===== config.mk =====
export PLATFORM = sky130hd
export DESIGN_NAME = ex_mem_stage
export DESIGN_NICKNAME = d
export VERILOG_FILES = /design/src/rtl/riscv_pkg.sv /design/src/rtl/ex_mem_stage_branch_cond.sv /design/src/rtl/ex_mem_stage.sv
export SDC_FILE = /design/constraint.sdc
export NUM_CORES = 1
export LEC_CHECK = 0
export ABC_AREA = 1
export ABC_CLOCK_PERIOD_IN_PS = 4100
export CORE_ASPECT_RATIO = 1.5
export CORE_MARGIN = 1.5
export CORE_UTILIZATION = 35
export CTS_CLUSTER_DIAMETER = 80
export CTS_CLUSTER_SIZE = 28
export DETAILED_ROUTE_END_ITERATION = 12
export GPL_ROUTABILITY_DRIVEN = 0
export MAX_ROUTING_LAYER = met4
export PLACE_DENSITY = 0.87
export SLEW_MARGIN = 20
export SYNTH_ARGS = -nofsm -noshare
export SYNTH_HDL_FRONTEND = slang
export SYNTH_HIERARCHICAL = 1
export SYNTH_SLANG_ARGS = --single-unit

===== constraint.sdc =====
create_clock -name clk -period 4.1 [get_ports clk]
set_input_delay 1.23 -clock clk [delete_from_list [all_inputs] [get_ports clk]]
set_output_delay 1.23 -clock clk [all_outputs]
set_load 0.05 [all_outputs]

===== src/rtl/riscv_pkg.sv =====
// +----------------------------------------------------------------------------+
// | riscv_pkg : shared funct3, result-source and byte-enable encodings          |
// | Revision  : 1.0                                                             |
// +----------------------------------------------------------------------------+
`default_nettype none

package riscv_pkg;

  localparam logic [2:0] F3_BEQ  = 3'b000;
  localparam logic [2:0] F3_BNE  = 3'b001;
  localparam logic [2:0] F3_BLT  = 3'b100;
  localparam logic [2:0] F3_BGE  = 3'b101;
  localparam logic [2:0] F3_BLTU = 3'b110;
  localparam logic [2:0] F3_BGEU = 3'b111;

  localparam logic [2:0] F3_SB   = 3'b000;
  localparam logic [2:0] F3_SH   = 3'b001;
  localparam logic [2:0] F3_SW   = 3'b010;

  localparam logic [1:0] RESULTSRC_LOAD = 2'b01;

  localparam logic [3:0] BE_NONE = 4'b0000;
  localparam logic [3:0] BE_B0   = 4'b0001;
  localparam logic [3:0] BE_H0   = 4'b0011;
  localparam logic [3:0] BE_W    = 4'b1111;

  // Halfword accesses (funct3[1:0]==01) need off[0]==0; words need off==00.
  function automatic logic is_misaligned(input logic [2:0] funct3, input logic [1:0] off);
    is_misaligned = ((funct3[1:0] == 2'b01) && off[0]) ||
                    ((funct3[1:0] == 2'b10) && (off != 2'b00));
  endfunction

endpackage

`default_nettype wire


===== src/rtl/ex_mem_stage_branch_cond.sv =====
// +----------------------------------------------------------------------------+
// | branch_cond : branch condition from subtract flags, selected by funct3     |
// | Revision    : 1.0                                                           |
// +----------------------------------------------------------------------------+
`default_nettype none

module branch_cond
  import riscv_pkg::*;
(
  input  logic [2:0] i_funct3,
  input  logic       i_carry,
  input  logic       i_overflow,
  input  logic       i_zero,
  input  logic       i_negative,
  output logic       o_cond
);

  always_comb begin
    o_cond = 1'b0;
    case (i_funct3)
      F3_BEQ:  o_cond = i_zero;
      F3_BNE:  o_cond = ~i_zero;
      F3_BLT:  o_cond = i_negative ^ i_overflow;
      F3_BGE:  o_cond = ~(i_negative ^ i_overflow);
      F3_BLTU: o_cond = ~i_carry;
      F3_BGEU: o_cond = i_carry;
      default: o_cond = 1'b0;
    endcase
  end

endmodule

`default_nettype wire


===== src/rtl/ex_mem_stage.sv =====
// +----------------------------------------------------------------------------+
// | ex_mem_stage : EX->MEM pipeline boundary, branch resolve, store lanes      |
// | Optional     : define MISALIGN_TRAP_EN to squash misaligned accesses       |
// | Revision     : 1.0                                                          |
// +----------------------------------------------------------------------------+
`default_nettype none

module ex_mem_stage
  import riscv_pkg::*;
#(
  parameter int XLEN   = 32,
  parameter int REG_AW = 5
) (
  input  logic              clk,
  input  logic              rst,
  input  logic              ex_valid_i,
  input  logic              flush_i,
  input  logic              mem_ready_i,
  input  logic [XLEN-1:0]   ALUResult_i,
  input  logic              Carry_i,
  input  logic              OverFlow_i,
  input  logic              Zero_i,
  input  logic              Negative_i,
  input  logic              Branch_i,
  input  logic              Jump_i,
  input  logic [2:0]        funct3_i,
  input  logic              RegWrite_i,
  input  logic              MemWrite_i,
  input  logic [1:0]        ResultSrc_i,
  input  logic [XLEN-1:0]   WriteData_i,
  input  logic [XLEN-1:0]   PCTarget_i,
  input  logic [XLEN-1:0]   PCPlus4_i,
  input  logic [REG_AW-1:0] RD_i,
  output logic              PCSrc_o,
  output logic              flush_o,
  output logic [XLEN-1:0]   PCTarget_o,
  output logic              stall_o,
  output logic [XLEN-1:0]   ALUResult_M,
  output logic [XLEN-1:0]   WriteData_M,
  output logic [XLEN-1:0]   PCPlus4_M,
  output logic [REG_AW-1:0] RD_M,
  output logic [2:0]        funct3_M,
  output logic              RegWrite_M,
  output logic              MemWrite_M,
  output logic [1:0]        ResultSrc_M,
  output logic [3:0]        ByteEn_M,
  output logic              valid_M,
  output logic              misalign_o
);

  logic            w_hold;
  logic            w_cond;
  logic            w_capture_valid;
  logic            w_misalign;
  logic            w_store_ok;
  logic [1:0]      w_off;
  logic [3:0]      w_byteen;
  logic [XLEN-1:0] w_wdata;

  branch_cond u_branch_cond (
    .i_funct3   (funct3_i),
    .i_carry    (Carry_i),
    .i_overflow (OverFlow_i),
    .i_zero     (Zero_i),
    .i_negative (Negative_i),
    .o_cond     (w_cond)
  );

  // A trapped access never touches memory, so it must not wait on it.
  assign w_hold = valid_M & ~misalign_o & (MemWrite_M | (ResultSrc_M == RESULTSRC_LOAD))
                  & ~mem_ready_i;
  assign stall_o = w_hold;

  assign w_capture_valid = ex_valid_i & ~flush_i;
  assign PCSrc_o    = w_capture_valid & ~w_hold & (Jump_i | (Branch_i & w_cond));
  assign flush_o    = PCSrc_o;
  assign PCTarget_o = PCTarget_i;

  assign w_off = ALUResult_i[1:0];

`ifdef MISALIGN_TRAP_EN
  assign w_misalign = w_capture_valid & (MemWrite_i | (ResultSrc_i == RESULTSRC_LOAD))
                      & is_misaligned(funct3_i, w_off);
`else
  assign w_misalign = 1'b0;
`endif

  always_comb begin
    w_byteen = BE_NONE;
    w_wdata  = WriteData_i;
    if (MemWrite_i) begin
      case (funct3_i)
        F3_SB: begin
          w_byteen = BE_B0 << w_off;
          w_wdata  = {4{WriteData_i[7:0]}};
        end
        F3_SH: begin
          w_byteen = BE_H0 << {w_off[1], 1'b0};
          w_wdata  = {2{WriteData_i[15:0]}};
        end
        F3_SW: begin
          w_byteen = BE_W;
          w_wdata  = WriteData_i;
        end
        default: begin
          w_byteen = BE_NONE;
          w_wdata  = WriteData_i;
        end
      endcase
    end
  end

  assign w_store_ok = w_capture_valid & MemWrite_i & ~w_misalign;

  always_ff @(posedge clk or posedge rst) begin
    if (rst) begin
      ALUResult_M <= '0;
      WriteData_M <= '0;
      PCPlus4_M   <= '0;
      RD_M        <= '0;
      funct3_M    <= '0;
      RegWrite_M  <= 1'b0;
      MemWrite_M  <= 1'b0;
      ResultSrc_M <= '0;
      ByteEn_M    <= BE_NONE;
      valid_M     <= 1'b0;
      misalign_o  <= 1'b0;
    end else if (!w_hold) begin
      ALUResult_M <= ALUResult_i;
      WriteData_M <= w_wdata;
      PCPlus4_M   <= PCPlus4_i;
      RD_M        <= RD_i;
      funct3_M    <= funct3_i;
      RegWrite_M  <= w_capture_valid & RegWrite_i & ~w_misalign;
      MemWrite_M  <= w_store_ok;
      ResultSrc_M <= ResultSrc_i;
      ByteEn_M    <= w_store_ok ? w_byteen : BE_NONE;
      valid_M     <= w_capture_valid;
      misalign_o  <= w_misalign;
    end
  end

endmodule

`default_nettype wire


==> summary.md, run 1 <==
| Metric | Value |
|---|---|
| DRC viols | 0 |
| Dpl hpwl | 11500 um |
| I/O Pins | 300 |
| Yosys warnings | 6 |
| Register area | 2830 um^2 |
| Tmin final | 3.98 ns |
| Worst hold start | ALUResult_M[21] |
| Clk_skew | roughly 0.011 ns |
| Depth of the CTS H-tree | 4 |
| Period Utilization, post-route | 0.971 |
| Root Driver | clkbuf_16 |
| Max incr delay on CP | ~0.53 ns |
| First-pass GRT wire length | 23700 um |
| Worst Max-Slew Pin Slew | 0.819 ns |
| Post-cts hold buffer count | 0 |
| Hold path depth | 2 |
| VDD IR-drop max | ~0.24 mV |
| Setup crit end kind | output pin |
| Max-slew violation total from the final report | 0 |
| Post-CTS Resized | 0 |
| CTS Buf Count | 17 |
| Sequential power share | 0.353 |
| Clock-pin slew on the worst setup and hold paths | ~0.050 ns |
| RSZ-0062 raised after global routing | false |
| Initial antenna violation count | 1 |
| Worst EP required | 2.87 ns |
| CORE AREA | ~14000 um^2 |
| CP cell instances | clkdlybuf4s50_1 > inv_1 > nor2_1 > nand2_1 > nand4_1 > a21oi_1 > nor3_2 > buf_12 |
| Synthesized area | 5140 um^2 |
| Status | finished clean |
| Yosys cell types | 22 |
| GRT Overall Usage | 0.208 |
| F_max | around 0.25 GHz |
| Die height | 151 um |
| Combinational fraction of design power | 0.236 |
| Syn_area_per_cell | 7.91 um^2 |
| Busiest grt layer | met2 |
| TritonCTS clock tree | done |
| TritonRoute pass-1 iters | 4 |
| Clock sinks | between 100 and 150 |
| Layout cell share with drive strength beyond 1 | 0.0650 |
| Hold WC Path Type | register to register |
| Sw frac | 0.305 |
| Slowest cell on the critical path | clkdlybuf4s50_1 |
| P_sw | about 0.0011 W |
| Crit path arrival time | 2.75 ns |
| Row count | 54 |
| Worst Reg-to-Reg Cells | 6 |
| Hold endpoint | ALUResult_M[21] |
| Vias in the first global route | approximately 4600 |
| GR met1 Demand/Resource | 0.235 |
| Wire length per cell | 14.8 um |
| Total wire length | 15700 um |
| Post-DRT Antenna Nets | 0 |
| Mapped Cells | 650 |
| # setup viols final | 0 |
| Cell Int Power | 0.00247 W |
| Via count | 4750 |
| CP top delay family | buffers and inverters |
| LEAKAGE | about 3.9 nW |
| I/O Buffers | 234 |
| M3 GR Usage | 0.0427 |
| Finished Core Util | 0.557 |
| Net count after synthesis | approximately 800 |
| Worst skew pair latency | 0.40 ns |
| FF-to-FF Start | ResultSrc_M[1] |
| Area Overhead vs Synth | 56.6% |
| Rel. slew slack | 0.453 |
| Fillers | 1293 |
| Worst setup margin | 0.118 ns |
| CP bufs+invs | 3 |
| Clock Path Buffers | 2 |
| Hold Vio Cnt, Final | 0 |
| Footprint of the multi-input gates | 1800 um^2 |
| Worst setup SP type | input pin |
| Clk pwr share | 0.410 |
| Type of the worst setup path | input pin to output pin |
| Setup TNS | 0 ns |
| Vias per cell | 4.49 |
| Pin count of the biggest net entering global routing | between 70 and 80 |
| Nets | 1001 |
| PwrDens | 441 nW/um^2 |
| 1st-iter DRT viols | 194 |
| Initial Utilization | 0.356 |
| Sequential area share after synthesis | 0.550 |
| Critical-path maximum fanout | 3 |
| Met2 Usage GRT | 0.343 |
| DP Worst Slack | roughly 0.068 ns |
| Reg-to-Reg End | WriteData_M[16] |
| Max-cap violations | 0 |
| Full die area | 15400 um^2 |
| Synth Register Bits | 113 |
| Setup slack, reg-to-reg | 1.78 ns |
| Width of the die | 102 um |
| Congestion Overflow GR | 0 |
-- area by class of cell --
| class | count | share of cell area |
|---|---|---|
| multi-input combinational | 446 | 0.224 |
| antenna | 1 | 0.000311 |
| sequential | 113 | 0.351 |
| tap | 196 | 0.0304 |
| clock inverter | 9 | 0.0132 |
| timing repair buffer | 246 | 0.309 |
| clock buffer | 22 | 0.0601 |
| inverter | 26 | 0.0126 |
-- sequential cells by signal, summed over array words and instances (netlist names) --
signal and flops:
ALUResult_M 32, RegWrite_M 1, PCPlus4_M 32, RD_M 5, ByteEn_M 4, MemWrite_M 1
WriteData_M 32, valid_M 1, ResultSrc_M 2, funct3_M 3
-- cells in the mapped netlist --
master      n  area share
nand2_1   376        0.27
dfrtp_1   113        0.55
nand4_1    14       0.017
nand2_2     2      0.0024
nand3b_1    1      0.0015
nor2_4      1      0.0022
nor2_2      1      0.0012
nor3_1      2      0.0019
o21ai_1     2      0.0019
inv_2       3      0.0022
buf_1       3      0.0022
o21ai_0    21       0.020
nand3_2     2      0.0039
conb_1      1     0.00073
inv_1      23       0.017
buf_2      20       0.019
a21oi_1     1     0.00097
clkbuf_1    1     0.00073
nand3_1    15       0.015
buf_6       1      0.0022
nor2_1      7      0.0051
buf_4      40       0.058
-- routing by layer --
layer  wire length (um)  vias up
met2               8090      161
met4                671        0
met1               6120     2179
li1                   -     2359
met5                  0        -
met3                830       51
-- worst register-to-register path, stage by stage (launching register included) --
cell and delay, ns:
dfrtp_1 0.38, inv_1 0.08, nand4_1 0.15, nand2_4 0.14, buf_4 0.49, buf_4 0.72
o21ai_0 0.22
-- what timing repair did --
action | 4_1_cts | 5_1_grt
hold endpoints to repair | 0 | 0
buffers inserted | 0 | 0
endpoints found under the setup margin | 0 | 2
-- stage by stage --
step	power [W]	hold WS, ns	instances	instance area, um^2
5_1_grt	0.00370	0.489	1059	8060
2_1_floorplan	0.00183	0.755	650	5150
3_3_place_gp	0.00210	0.460	1027	7460
6_report	0.00355	0.473	1059	8060
4_1_cts	0.00359	0.479	1058	8050
3_5_place_dp	0.00212	0.464	1027	7460
-- cell usage in the layout (no fill, tap or decap), types with 5 or more instances in the layout --
master	count
clkbuf_16	17
o21ai_0	21
nand4_1	14
nand2_1	376
buf_12	5
dfrtp_1	113
clkdlybuf4s50_1	231
inv_1	22
buf_4	10
nand3_1	15
nor2_1	7
-- power groups by stage --
| stage | sequential (W) | combinational, W | clock [W] |
|---|---|---|---|
| 2_1_floorplan | 0.00159 | 0.000246 | 0 |
| 3_3_place_gp | 0.00127 | 0.000836 | 0 |
| 3_5_place_dp | 0.00127 | 0.000846 | 0 |
| 4_1_cts | 0.00125 | 0.000847 | 0.00149 |
| 5_1_grt | 0.00126 | 0.000892 | 0.00154 |
| 6_report | 0.00125 | 0.000839 | 0.00146 |
-- cells by family after synthesis --
group,after synthesis,synth area share
AO/OA/AOI/OAI,24,0.0234
buffers and inverters,91,0.102
flip-flops,113,0.550
other,1,0.000729
AND/OR/NAND/NOR,421,0.324
-- how the worst max path moves through the flow --
stage	start	endpoint	slack, ns	depth (start not counted)
2_1_floorplan	mem_ready_i	flush_o	0.1	6
3_3_place_gp	funct3_i[2]	flush_o	0.10	8
3_5_place_dp	funct3_i[2]	flush_o	0.07	8
4_1_cts	funct3_i[2]	flush_o	0.06	8
5_1_grt	funct3_i[0]	PCSrc_o	0.04	8
6_report	funct3_i[2]	flush_o	0.12	8
No activity file was read; power rests on OpenSTA's default activity.
==> run 2, diff against run 1 <==
- ABC_CLOCK_PERIOD_IN_PS: 4100 -> not set
- CORE_MARGIN: 1.5 -> 2
==> run 2 against run 1 <==
Cell count shrank 0.19%. Setup slack lost 0.032 ns. Worst hold slack gained 0.0014 ns. Final area grew 0.30%. Critical path depth is the same. Sequential power is essentially flat. Register-to-register slack is essentially flat. Wire length grew 2.0%. Largest cell class unchanged. Largest power group unchanged. Highest routed layer unchanged.
==> summary.md, run 2 (synthesis results as in run 1) <==
| Metric | Value |
|---|---|
| Cell Int Power | 0.00256 W (+3.8%) |
| Initial Utilization | 0.356 (unchanged) |
| Sequential power share | 0.341 (-0.012) |
| Area Overhead vs Synth | 57.1% |
| Combinational fraction of design power | 0.228 (-0.008) |
| Status | finished clean |
| # setup viols final | 0 (unchanged) |
| Setup TNS | 0 ns (unchanged) |
| F_max | 0.249 GHz (-0.80%) |
| Total wire length | 16000 um (+2.0%) |
| 1st-iter DRT viols | 234 (+21%) |
| Clock-pin slew on the worst setup and hold paths | 0.05 ns (about the same) |
| Row count | 54 (unchanged) |
| Worst skew pair latency | 0.40 ns (about the same) |
| Post-DRT Antenna Nets | 0 (unchanged) |
| I/O Buffers | 234 (unchanged) |
| Clk pwr share | 0.431 (+0.021) |
| CORE AREA | 14500 um^2 (unchanged) |
| Met2 Usage GRT | 0.350 (+0.00732) |
| Crit path arrival time | 2.78 ns (+0.03 ns) |
| Rel. slew slack | 0.385 (-0.0673) |
| Initial antenna violation count | 1 (unchanged) |
| Die height | 152 um (+0.66%) |
| Hold Vio Cnt, Final | 0 (unchanged) |
| Post-CTS Setup Repair Bufs | 0 (unchanged) |
| Via count | 4720 (-0.63%) |
| PwrDens | 455 nW/um^2 (+3.2%) |
| DRC viols | 0 (unchanged) |
| Largest registers | ALUResult_M: 32 flops, PCPlus4_M: 32 flops, WriteData_M: 32 flops |
| Width of the die | 103 um (+0.98%) |
| P_sw | 0.00112 W (+2.9%) |
| I/O Pins | 300 (unchanged) |
| Clock sinks | 113 (unchanged) |
| Max incr delay on CP | 0.53 ns (about the same) |
| Vias per cell | 4.47 (-0.44%) |
| Full die area | 15700 um^2 (+1.6%) |
| Max-cap violations | 0 (unchanged) |
| Critical-path maximum fanout | 3 (unchanged) |
| First-pass GRT wire length | 25000 um (+5.5%) |
| Most common cell after layout, fill and taps aside | nand2_1 |
| RSZ-0062 raised after global routing | false |
| Congestion Overflow GR | 0 (unchanged) |
| Hold WC Path Type | register to register |
| Depth of the CTS H-tree | 4 (unchanged) |
| Worst setup SP type | input pin |
| Nets | 998 (-0.30%) |
| Sw frac | 0.303 (-0.00193) |
| Hold path depth | 2 (unchanged) |
| Setup crit end kind | output pin |
| Worst EP required | 2.87 ns (about the same) |
| Commonest non-fill, non-tap cells in the layout | 376 x nand2_1, 231 x clkdlybuf4s50_1, 113 x dfrtp_1 |
| CTS Buf Count | 17 (unchanged) |
| Layout cell share with drive strength beyond 1 | 0.0640 (-0.00101) |
| CP cell instances | clkdlybuf4s50_1 > inv_1 > nor2_1 > nand2_1 > nand4_1 > a21oi_1 > nor3_2 > buf_12 |
| Dpl hpwl | 11400 um (-0.33%) |
| Worst Reg-to-Reg Cells | 6 (unchanged) |
| Final Total Pwr | 0.00368 W (+3.6%) |
| Max-slew violation total from the final report | 0 (unchanged) |
| Type of the worst setup path | input pin to output pin |
| Post-CTS Resized | 0 (unchanged) |
| Pin count of the biggest net entering global routing | 95 (+32%) |
| Clock Path Buffers | 2 (unchanged) |
| Root Driver | clkbuf_16 |
| Period Utilization, post-route | 0.979 (+0.00786) |
| TritonRoute pass-1 iters | 5 (+1) |
| Clk_skew | 0.00753 ns (-0.00318 ns) |
| GR met1 Demand/Resource | 0.232 (-0.00233) |
| VDD IR-drop max | 0.216 mV (-10%) |
| Post-cts hold buffer count | 0 (unchanged) |
| Slowest cell on the critical path | clkdlybuf4s50_1 |
| LEAKAGE | 3.94 nW (+0.23%) |
| Tmin final | 4.01 ns (+0.0322 ns) |
| TritonCTS clock tree | done |
| GRT Overall Usage | 0.214 (+0.00585) |
| Busiest grt layer | met2 |
| Worst Max-Slew Pin Slew | 0.922 ns (+0.103 ns) |
| M3 GR Usage | 0.0541 (+0.0115) |
| Finished Core Util | 0.559 (+0.00164) |
| Vias in the first global route | 4858 (+5.4%) |
| Wire length per cell | 15.2 um (+2.2%) |
==> run 2: cell type report <==
| type | instances | area (um^2) |
|---|---|---|
| timing repair buffer | 243 | 2460 |
| fill | 1331 | 6380 |
| antenna | 1 | 2.50 |
| sequential | 113 | 2830 |
| multi-input combinational | 446 | 1800 |
| tap | 196 | 245 |
| clock buffer | 19 | 453 |
| inverter | 26 | 101 |
| clock inverter | 13 | 184 |
==> run 2: worst paths after layout <==
kind	startpoint	end	slack, ns
max in group asynchronous	rst	PCPlus4_M[10]	2.01
setup reg to reg	ResultSrc_M[1]	WriteData_M[20]	1.79
hold / removal	ALUResult_M[15]	ALUResult_M[15]	0.47
setup / recovery	funct3_i[2]	flush_o	0.09
hold reg to reg	ALUResult_M[15]	ALUResult_M[15]	0.47
min in group asynchronous	rst	ALUResult_M[9]	1.28
==> run 2: worst max-delay path: cells and delay by family <==
kind            cells  cell delay (ns)
buf+inv             3             0.82
simple gates        4             0.62
compound gates      1             0.11
==> run 2: power by group through the flow <==
stage               combinational (W)  sequential, W  clock, W
floorplan                    0.000246        0.00159         0
global placement             0.000834        0.00127         0
detailed placement           0.000845        0.00127         0
CTS                          0.000847        0.00125   0.00162
global route                 0.000889        0.00126   0.00167
finish                       0.000838        0.00125   0.00159
==> run 2: through the flow <==
step	std cells	hold slack, ns	cell area (um^2)	worst slack (ns)
final	1057	0.475	8080	0.0853
after detailed placement	1024	0.464	7440	0.0337
after global routing	1057	0.494	8080	0.0133
after CTS	1056	0.480	8080	0.0275
after global placement	1024	0.460	7440	0.0902
after floorplan	650	0.755	5150	0.0991
==> run 2: per-layer routing <==
metal | vias to the layer above | part of all wire
met2 | 172 | 0.52
met4 | 0 | 0.044
li1 | 2352 | -
met3 | 52 | 0.054
met1 | 2144 | 0.38
met5 | - | 0
